[config.mk]
export PLATFORM = sky130hd
export DESIGN_NAME = solution_collector_flat
export DESIGN_NICKNAME = d
export VERILOG_FILES = /design/src/rtl/solution_collector_if.sv /design/src/rtl/solution_collector.sv /design/src/flat_wrapper.sv
export SDC_FILE = /design/constraint.sdc
export NUM_CORES = 1
export LEC_CHECK = 0
export CORE_UTILIZATION = 50
export DETAILED_ROUTE_END_ITERATION = 8
export PLACE_DENSITY = 0.84
export SYNTH_ARGS = -nofsm -noshare
export SYNTH_HDL_FRONTEND = slang
export SYNTH_SLANG_ARGS = --single-unit
[constraint.sdc]
create_clock -name clk -period 2.1 [get_ports clk]
set_input_delay 0.42 -clock clk [delete_from_list [all_inputs] [get_ports clk]]
set_output_delay 0.42 -clock clk [all_outputs]
set_load 0.01 [all_outputs]
[src/rtl/solution_collector_if.sv]
// Bus between the mining core, the host and solution_collector.
// Carries the run control pulses, the candidate stream from the hash
// validator, the FWFT drain handshake and the statistics outputs.
// Clock and reset are not part of this bundle.
interface solution_collector_if #(
   parameter int NONCE_W = 32,
   parameter int CNT_W   = 32
);
   logic               start;
   logic               stop;
   logic               in_valid;
   logic [NONCE_W-1:0] in_nonce;
   logic               in_hash_ok;
   logic               out_valid;
   logic [NONCE_W-1:0] out_nonce;
   logic               out_ready;
   logic               busy;
   logic               overflow;
   logic [CNT_W-1:0]   hashes_checked;
   logic [CNT_W-1:0]   solutions_found;

   // Core/host side: drives control, candidates and the drain ready.
   modport master (
      output start, stop, in_valid, in_nonce, in_hash_ok, out_ready,
      input  out_valid, out_nonce, busy, overflow, hashes_checked, solutions_found
   );

   // Collector side.
   modport slave (
      input  start, stop, in_valid, in_nonce, in_hash_ok, out_ready,
      output out_valid, out_nonce, busy, overflow, hashes_checked, solutions_found
   );
endinterface

[src/rtl/solution_collector.sv]
// solution_collector: counts hash candidates and hits while in RUN and
// buffers winning nonces in a small first-word-fall-through FIFO that the
// host drains over a valid/ready handshake. The hash pipeline never stalls;
// a hit arriving at a full FIFO is dropped and flagged by sticky overflow.
//
// Optional build macro SOLUTION_COLLECTOR_HIT_STOP_EN: the first hit that
// is actually stored returns the block to IDLE, so later candidates are
// ignored until the next start. Ports are identical in both builds.
module solution_collector #(
   parameter int NONCE_W = 32,
   parameter int DEPTH   = 4,
   parameter int CNT_W   = 32
) (
   input logic                clk,
   input logic                rst_n,
   solution_collector_if.slave bus
);

   localparam int AW = $clog2(DEPTH);

   typedef enum logic {
      IDLE = 1'b0,
      RUN  = 1'b1
   } state_t;

   state_t             state_q, state_d;
   logic [AW:0]        rdPtr_q, rdPtr_d;
   logic [AW:0]        wrPtr_q, wrPtr_d;
   logic               overflow_q, overflow_d;
   logic [CNT_W-1:0]   hashes_q, hashes_d;
   logic [CNT_W-1:0]   solutions_q, solutions_d;
   logic [NONCE_W-1:0] mem_q [DEPTH];

   logic fifoEmpty;
   logic fifoFull;
   logic runCycle;
   logic candidate;
   logic hit;
   logic pop;
   logic push;
   logic drop;

   // Handshake decode. The start cycle itself never counts or stores:
   // its candidate is discarded because the clear wins.
   always_comb begin
      fifoEmpty = (rdPtr_q == wrPtr_q);
      fifoFull  = (rdPtr_q[AW] != wrPtr_q[AW]) &&
                  (rdPtr_q[AW-1:0] == wrPtr_q[AW-1:0]);
      runCycle  = (state_q == RUN) && !bus.start;
      candidate = runCycle && bus.in_valid;
      hit       = candidate && bus.in_hash_ok;
      pop       = !fifoEmpty && bus.out_ready;
      push      = hit && (!fifoFull || pop);
      drop      = hit && fifoFull && !pop;
   end

   // Run control: start always wins over stop and re-clears while running.
   always_comb begin
      state_d = state_q;
      unique case (state_q)
         IDLE: begin
            if (bus.start) begin
               state_d = RUN;
            end
         end
         RUN: begin
            if (bus.start) begin
               state_d = RUN;
            end else if (bus.stop) begin
               state_d = IDLE;
`ifdef SOLUTION_COLLECTOR_HIT_STOP_EN
            end else if (push) begin
               state_d = IDLE;
`endif
            end
         end
         default: state_d = IDLE;
      endcase
   end

   // FIFO pointers: flush on start, otherwise advance on pop/push.
   always_comb begin
      rdPtr_d = rdPtr_q;
      wrPtr_d = wrPtr_q;
      if (bus.start) begin
         rdPtr_d = '0;
         wrPtr_d = '0;
      end else begin
         if (pop) begin
            rdPtr_d = rdPtr_q + (AW+1)'(1);
         end
         if (push) begin
            wrPtr_d = wrPtr_q + (AW+1)'(1);
         end
      end
   end

   // Statistics: saturating counters and sticky overflow, cleared on start.
   always_comb begin
      hashes_d    = hashes_q;
      solutions_d = solutions_q;
      overflow_d  = overflow_q;
      if (bus.start) begin
         hashes_d    = '0;
         solutions_d = '0;
         overflow_d  = 1'b0;
      end else begin
         if (candidate && (hashes_q != '1)) begin
            hashes_d = hashes_q + CNT_W'(1);
         end
         if (hit && (solutions_q != '1)) begin
            solutions_d = solutions_q + CNT_W'(1);
         end
         if (drop) begin
            overflow_d = 1'b1;
         end
      end
   end

   // State, pointer and statistics registers.
   always_ff @(posedge clk or negedge rst_n) begin
      if (!rst_n) begin
         state_q     <= IDLE;
         rdPtr_q     <= '0;
         wrPtr_q     <= '0;
         overflow_q  <= 1'b0;
         hashes_q    <= '0;
         solutions_q <= '0;
      end else begin
         state_q     <= state_d;
         rdPtr_q     <= rdPtr_d;
         wrPtr_q     <= wrPtr_d;
         overflow_q  <= overflow_d;
         hashes_q    <= hashes_d;
         solutions_q <= solutions_d;
      end
   end

   // FIFO storage; cleared on reset so the head is never X when empty.
   always_ff @(posedge clk or negedge rst_n) begin
      if (!rst_n) begin
         for (int i = 0; i < DEPTH; i++) begin
            mem_q[i] <= '0;
         end
      end else if (push) begin
         mem_q[wrPtr_q[AW-1:0]] <= bus.in_nonce;
      end
   end

   // Outputs come straight from registers; the head is read FWFT-style.
   always_comb begin
      bus.out_valid       = !fifoEmpty;
      bus.out_nonce       = mem_q[rdPtr_q[AW-1:0]];
      bus.busy            = (state_q == RUN);
      bus.overflow        = overflow_q;
      bus.hashes_checked  = hashes_q;
      bus.solutions_found = solutions_q;
   end

endmodule

[src/flat_wrapper.sv]
// flat-port wrapper written by rule: the top's interface ports become plain ports
module solution_collector_flat 
#(
   parameter int NONCE_W = 32,
   parameter int DEPTH   = 4,
   parameter int CNT_W   = 32
)
  (clk, rst_n, bus_start, bus_stop, bus_in_valid, bus_in_nonce, bus_in_hash_ok, bus_out_ready, bus_out_valid, bus_out_nonce, bus_busy, bus_overflow, bus_hashes_checked, bus_solutions_found);
  solution_collector_if #(.NONCE_W(NONCE_W), .CNT_W(CNT_W)) bus_i ();
  input logic clk;
  input logic rst_n;
  input wire logic [$bits(bus_i.start)-1:0] bus_start;
  input wire logic [$bits(bus_i.stop)-1:0] bus_stop;
  input wire logic [$bits(bus_i.in_valid)-1:0] bus_in_valid;
  input wire logic [$bits(bus_i.in_nonce)-1:0] bus_in_nonce;
  input wire logic [$bits(bus_i.in_hash_ok)-1:0] bus_in_hash_ok;
  input wire logic [$bits(bus_i.out_ready)-1:0] bus_out_ready;
  output wire logic [$bits(bus_i.out_valid)-1:0] bus_out_valid;
  output wire logic [$bits(bus_i.out_nonce)-1:0] bus_out_nonce;
  output wire logic [$bits(bus_i.busy)-1:0] bus_busy;
  output wire logic [$bits(bus_i.overflow)-1:0] bus_overflow;
  output wire logic [$bits(bus_i.hashes_checked)-1:0] bus_hashes_checked;
  output wire logic [$bits(bus_i.solutions_found)-1:0] bus_solutions_found;
  assign bus_i.start = bus_start;
  assign bus_i.stop = bus_stop;
  assign bus_i.in_valid = bus_in_valid;
  assign bus_i.in_nonce = bus_in_nonce;
  assign bus_i.in_hash_ok = bus_in_hash_ok;
  assign bus_i.out_ready = bus_out_ready;
  assign bus_out_valid = bus_i.out_valid;
  assign bus_out_nonce = bus_i.out_nonce;
  assign bus_busy = bus_i.busy;
  assign bus_overflow = bus_i.overflow;
  assign bus_hashes_checked = bus_i.hashes_checked;
  assign bus_solutions_found = bus_i.solutions_found;
  solution_collector #(.NONCE_W(NONCE_W), .DEPTH(DEPTH), .CNT_W(CNT_W)) u_core (.clk(clk), .rst_n(rst_n), .bus(bus_i));
endmodule
* After elaboration in Yosys (flattened, before gate mapping) *
Index checks and enable logic that the tools add are counted.

operators by class
  reduce and logical (&&, ||, !) cells = 21
  order comparisons = 3
  shifts and indexed selects = 0
  multipliers = 0
  add/sub/neg operators = 4
  muxes and demuxes = 20
  equality and inequality tests = 5
  divide/modulo/power cells = 0
  bitwise gates (word level) = 3

operators by type and width
  cell                   number
  $mux 32                7
  $bwmux 128             1
  $add 32x1->32 const B  2
  $bmux 32 s2            1
  $demux 32 s2           1
  $ne 32x32->1 const B   2
  $mux 3                 4
  $logic_and 1x1->1      11
  $reduce_bool 2->1      5
  $add 3x1->3 const B    2
  $ge 3x3->1 const B     2
  $not 2->3              2
  $mux 1                 5
  $logic_not 1->1        4
  $eq 3x3->1             1
  $lt 3x1->1 const B     1
  $eq 2x2->1             1
  $pmux 1 s2             1
  $logic_or 1x1->1       1
  $ne 1x1->1             1
  $not 1->1              1

storage, ports and cells
  bits in registers = 200
  bits in latches = 0
  memory bits (writable) = 0
  memories kept = 0
  bits in read-only memories = 0
  logic and storage cells = 66
  input bits = 39

* Logic depth before layout (Yosys ltp) *
Gate-level depths: netlist of run 1.

  depth after elaboration = 8
  gate-level depth with buffers = 8

* Least setup slack after synthesis of run 1 *
No wires, ideal clock.

  kind = flip-flop to flip-flop
  start point = reg u_core.hashes_q[0] (netlist: u_core.bus.hashes_checked[0])
  end point = reg u_core.hashes_q[20] (netlist: u_core.bus.hashes_checked[20])
  setup slack = -0.005 ns
  library setup time = 0.125 ns
  period minus slack after synthesis = 2.105 ns
  buffers on the path = 2
  cell stages (with the launch flop) = 9
  arrival time = 1.981 ns
  path through = dfrtp_1 ha_1 and3_1 buf_2 nand4_2 a211o_1 buf_2 nor3_1 mux2_2

on the way
  word-level cells in the longest chain between the ends = 3

RTL lines
  what                                           RTL line                                              text
  start, declared                                solution_collector.sv:30                              logic [CNT_W-1:0] hashes_q, hashes_d;
  start signal, assigned                         solution_collector.sv:134                             hashes_q <= hashes_d;
  $add 32x1->32 or $ne 32x32->1 (tied branches)  solution_collector.sv:109, solution_collector.sv:108
  $mux 32 or $logic_and 1x1->1 (tied branches)   solution_collector.sv:108                             if (candidate && (hashes_q != '1)) begin
  $mux 32 or $reduce_bool 2->1 (tied branches)   -

Parallel ways exist; a longest one is shown, timed or not. The select of a mux whose other input is x is not followed.
A chain may end at the register's enable or synchronous reset.

* Final worst setup path of run 1 *
  start point = reg u_core.rdPtr_q[0]
  end point = out bus_out_nonce[7]

on the way
  word-level cells in the longest chain between the ends = 4

RTL lines
  what                                        RTL line                   text
  start, declared                             solution_collector.sv:27   logic [AW:0] rdPtr_q, rdPtr_d;
  start signal, assigned                      solution_collector.sv:131  rdPtr_q <= rdPtr_d;
  $not 2->3 (implied by the code)             solution_collector.sv:153  bus.out_nonce = mem_q[rdPtr_q[AW-1:0]];
  $bmux 32 s2                                 solution_collector.sv:153
  $mux 32 (implied by the code) (2 in a row)  solution_collector.sv:153
  end, declared                               flat_wrapper.sv:19         output wire logic [$bits(bus_i.out_nonce)-1:0] bus_out_nonce;

Every way passes these cells. The select of a mux whose other input is x is not followed.

==> summary.md, run 1 <==
| Metric | Value |
|---|---|
| Status | `finished with violations` |
| Failing checks | `setup timing` |
| First-pass iteration count of the detailed router | `5` |
| Vias in the first global route | `7353` |
| Die span in y | `140.7 um` |
| Post-synth ARST share | `100.0%` |
| Mapped Cells | `752` |
| Dpl hpwl | `14.53 mm` |
| Row count | `50` |
| Clock Latency Late Sink | `0.43 ns` |
| WP data required | `1.68 ns` |
| Slew @ Worst Pin | `0.7792 ns` |
| Layout area overhead | `33.57%` |
| Top FF cell, synth | `dfrtp_1` |
| DR iter-0 viols | `345` |
| Unrepaired setup endpoints after global routing | `true` |
| #FFs+latches synth | `200` |
| Register Area | `0.005007 mm2` |
| DIE AREA | `0.01979 mm2` |
| Fin nets | `1034` |
| Finish-stage setup viols | `32` |
| Leak Pwr | `5.733 nW` |
| Initial antenna violation count | `0` |
| Placed Cells | `1183` |
| Initial Util | `51.23%` |
| Syn Nets | `798` |
| Count of cell types in the netlist | `55` |
| Port bufs | `137` |
| Post-route cell area | `0.01284 mm2` |
| Core Region | `0.01877 mm2` |
| Avg Vias per Cell | `5.794` |
| Final core area utilization | `68.43%` |
| TritonCTS clock tree | `yes` |
| Multi-input gate area | `0.004452 mm2` |
| Die W | `140.7 um` |
| Worst vdd ir | `0.0004987 V` |
| Total Wirelength | `23.88 mm` |
| Maximum clock frequency | `431.0 MHz` |
| Clock Path Buffers | `2` |
| CTS root buf | `clkbuf_16` |
| Mapped Area | `0.009615 mm2` |
| Placer Congestion | `0.7993` |
| FILL cells | `1299` |
| Synth Warn # | `0` |
| Max-cap violation count | `0` |
| TritonCTS buffer count | `17` |
| Worst Path Arrival | `1.90 ns` |
| Worst Hold Class | `primary input to flip-flop` |
| Most frequent cells in the layout | `198 x dfrtp_1, 134 x mux2_2, 102 x clkdlybuf4s50_1` |
| Tmin final | `2.320 ns` |
| Layout Skew | `0.01032 ns` |
| Share of cells above drive strength 1 | `38.46%` |
| DRT antenna net count | `0` |
| Mean Syn Cell Area | `12.79 um2` |
| Largest net degree at the start of global routing | `75` |
| P per Cell Area | `704.2 mW/mm2` |
| Max Slew Vio Count | `0` |
| Relative slew slack | `48.05%` |
| GRT Util Overall | `24.09%` |
| Htree depth | `4` |
| Crit path max fanout | `5` |
| IO Count | `138` |
| Crit path kind | `flip-flop to output pin` |
| Vias post-DR | `7155` |
| Power, Total | `9.044 mW` |
| Setup ws final | `-0.2203 ns` |
| Worst hold margin | `0.4077 ns` |
| Reg clk slew, reported paths | `0.07 ns` |
| First-pass GRT wire length | `37.41 mm` |
| Setup crit end kind | `output pin` |
| N_diodes | `0` |
| Worst Setup Start Kind | `flip-flop` |
| Fin crit share | `110.5%` |
| Placed Area | `0.01192 mm2` |
| Clock sinks | `200` |
| Gr ovfl total | `0` |
| Commonest non-fill, non-tap cell in the layout | `dfrtp_1` |
| # DRC | `0` |
| EDFF count, synth | `0` |
| Avg WL per Cell | `19.34 um` |
| Layout Cells excl Fill | `1235` |
| Sequential fraction of the synthesis area | `52.05%` |
| Final hold viol count | `0` |
-- flip-flops by register name, indices dropped and copies added, names as in the netlist --
| name | flops |
|---|---|
| u_core.mem_q | 128 |
| u_core.bus.hashes_checked | 32 |
| u_core.bus.solutions_found | 32 |
| u_core.rdPtr_q | 3 |
| u_core.wrPtr_q | 3 |
| u_core.bus.busy | 1 |
| u_core.bus.overflow | 1 |
-- synth_stat cells (11+ instances only) --
master / count / area [um2]
xnor2_1: 11 / 96.34
or4_1: 13 / 97.59
mux2_2: 134 / 1509
nand2_1: 35 / 131.4
clkbuf_1: 12 / 45.04
a21oi_1: 36 / 180.2
buf_2: 20 / 100.1
dfrtp_1: 200 / 5005
nor2_1: 41 / 153.9
mux4_2: 32 / 720.7
nand4_1: 21 / 131.4
or3_1: 25 / 156.4
nand3_1: 26 / 130.1
o21ai_0: 23 / 115.1
o31ai_1: 11 / 82.58
inv_1: 12 / 45.04
xor2_1: 12 / 105.1
-- worst paths after layout --
kind | from | to | slack (ns) | cells past startpoint
max | u_core.rdPtr_q[0]$_DFFE_PN0P_ | bus_out_nonce[7] | -0.22 | 5
min | bus_start | u_core.bus.busy$_DFF_PN0_ | 0.41 | 4
max reg2reg | u_core.bus.solutions_found[27]$_DFFE_PN0P_ | u_core.bus.solutions_found[10]$_DFFE_PN0P_ | 0.04 | 5
min reg2reg | u_core.mem_q[57]$_DFFE_PN0P_ | u_core.mem_q[57]$_DFFE_PN0P_ | 0.50 | 1
max in group asynchronous | rst_n | u_core.mem_q[62]$_DFFE_PN0P_ | 0.93 | 3
min in group asynchronous | rst_n | u_core.mem_q[70]$_DFFE_PN0P_ | 0.52 | 2
-- report_power, final --
| part | switching [mW] | total (mW) | internal, mW |
|---|---|---|---|
| logic | 0.622 | 1.54 | 0.918 |
| clock network | 1.53 | 3.20 | 1.67 |
| registers | 0.160 | 4.30 | 4.14 |
| total | 2.32 | 9.04 | 6.73 |
-- what timing repair did --
item / in CTS / in global routing
setup endpoints to repair: 142 / 155
resized for setup: 167 / 20
gates cloned: 3 / 5
setup buffers: 11 / 5
pin swaps: 1 / 3
hold endpoints to repair: 45 / 0
hold buffers: 1 / 0
-- logic make-up (layout without fill, tap and decap cells) --
kind of cell    Yosys count  in the layout  synth area share (%)
flops                   200            200                 52.05
fa+ha+maj                 7              7                0.9108
buf+inv                  51            300                 2.680
simple gates            210            210                 12.62
compound gates           91             91                 5.934
mux                     170            170                 23.71
xor+xnor                 23             23                 2.095
-- metal layers --
metal	share of wire, %	wire length (um)	global-route usage, %	vias to the layer above
li1	-	-	-	3290
met1	43	10320	31.21	3656
met2	52	12390	42.16	190
met3	4.0	947	4.620	19
met4	0.98	235	5.092	0
met5	0	0	0	-
-- area by class of cell --
class,count,share of cell area (%)
tap,234,2.280
clock buffer,18,3.341
multi-input combinational,501,34.66
inverter,12,0.3507
timing repair buffer,256,19.29
clock inverter,14,1.091
sequential,200,38.99
-- worst max-delay path, stage by stage, from the launching register on --
cell     delay (ns)
dfrtp_2        0.48
buf_12         0.14
buf_8          0.10
buf_6          0.10
mux4_2         0.52
buf_6          0.14
-- metrics by stage --
| step | setup TNS, ns | setup slack [ns] |
|---|---|---|
| 3_3_place_gp | -39.05 | -0.2984 |
| 4_1_cts | -6.634 | -0.2615 |
| 6_report | -4.430 | -0.2203 |
| 5_1_grt | -6.768 | -0.2865 |
| 2_1_floorplan | 0 | 0.01213 |
| 3_5_place_dp | -42.70 | -0.3358 |
(Power assumes the default switching activity.)
==> run 2, diff against run 1 <==
--- a/config.mk
+++ b/config.mk
@@ -5,6 +5,7 @@
 export SDC_FILE = /design/constraint.sdc
 export NUM_CORES = 1
 export LEC_CHECK = 0
+export ABC_CLOCK_PERIOD_IN_PS = 2100
 export CORE_UTILIZATION = 50
 export DETAILED_ROUTE_END_ITERATION = 8
 export PLACE_DENSITY = 0.84
==> results of run 2 <==
The final DEF is identical to that of run 1; final timing and power are the same.
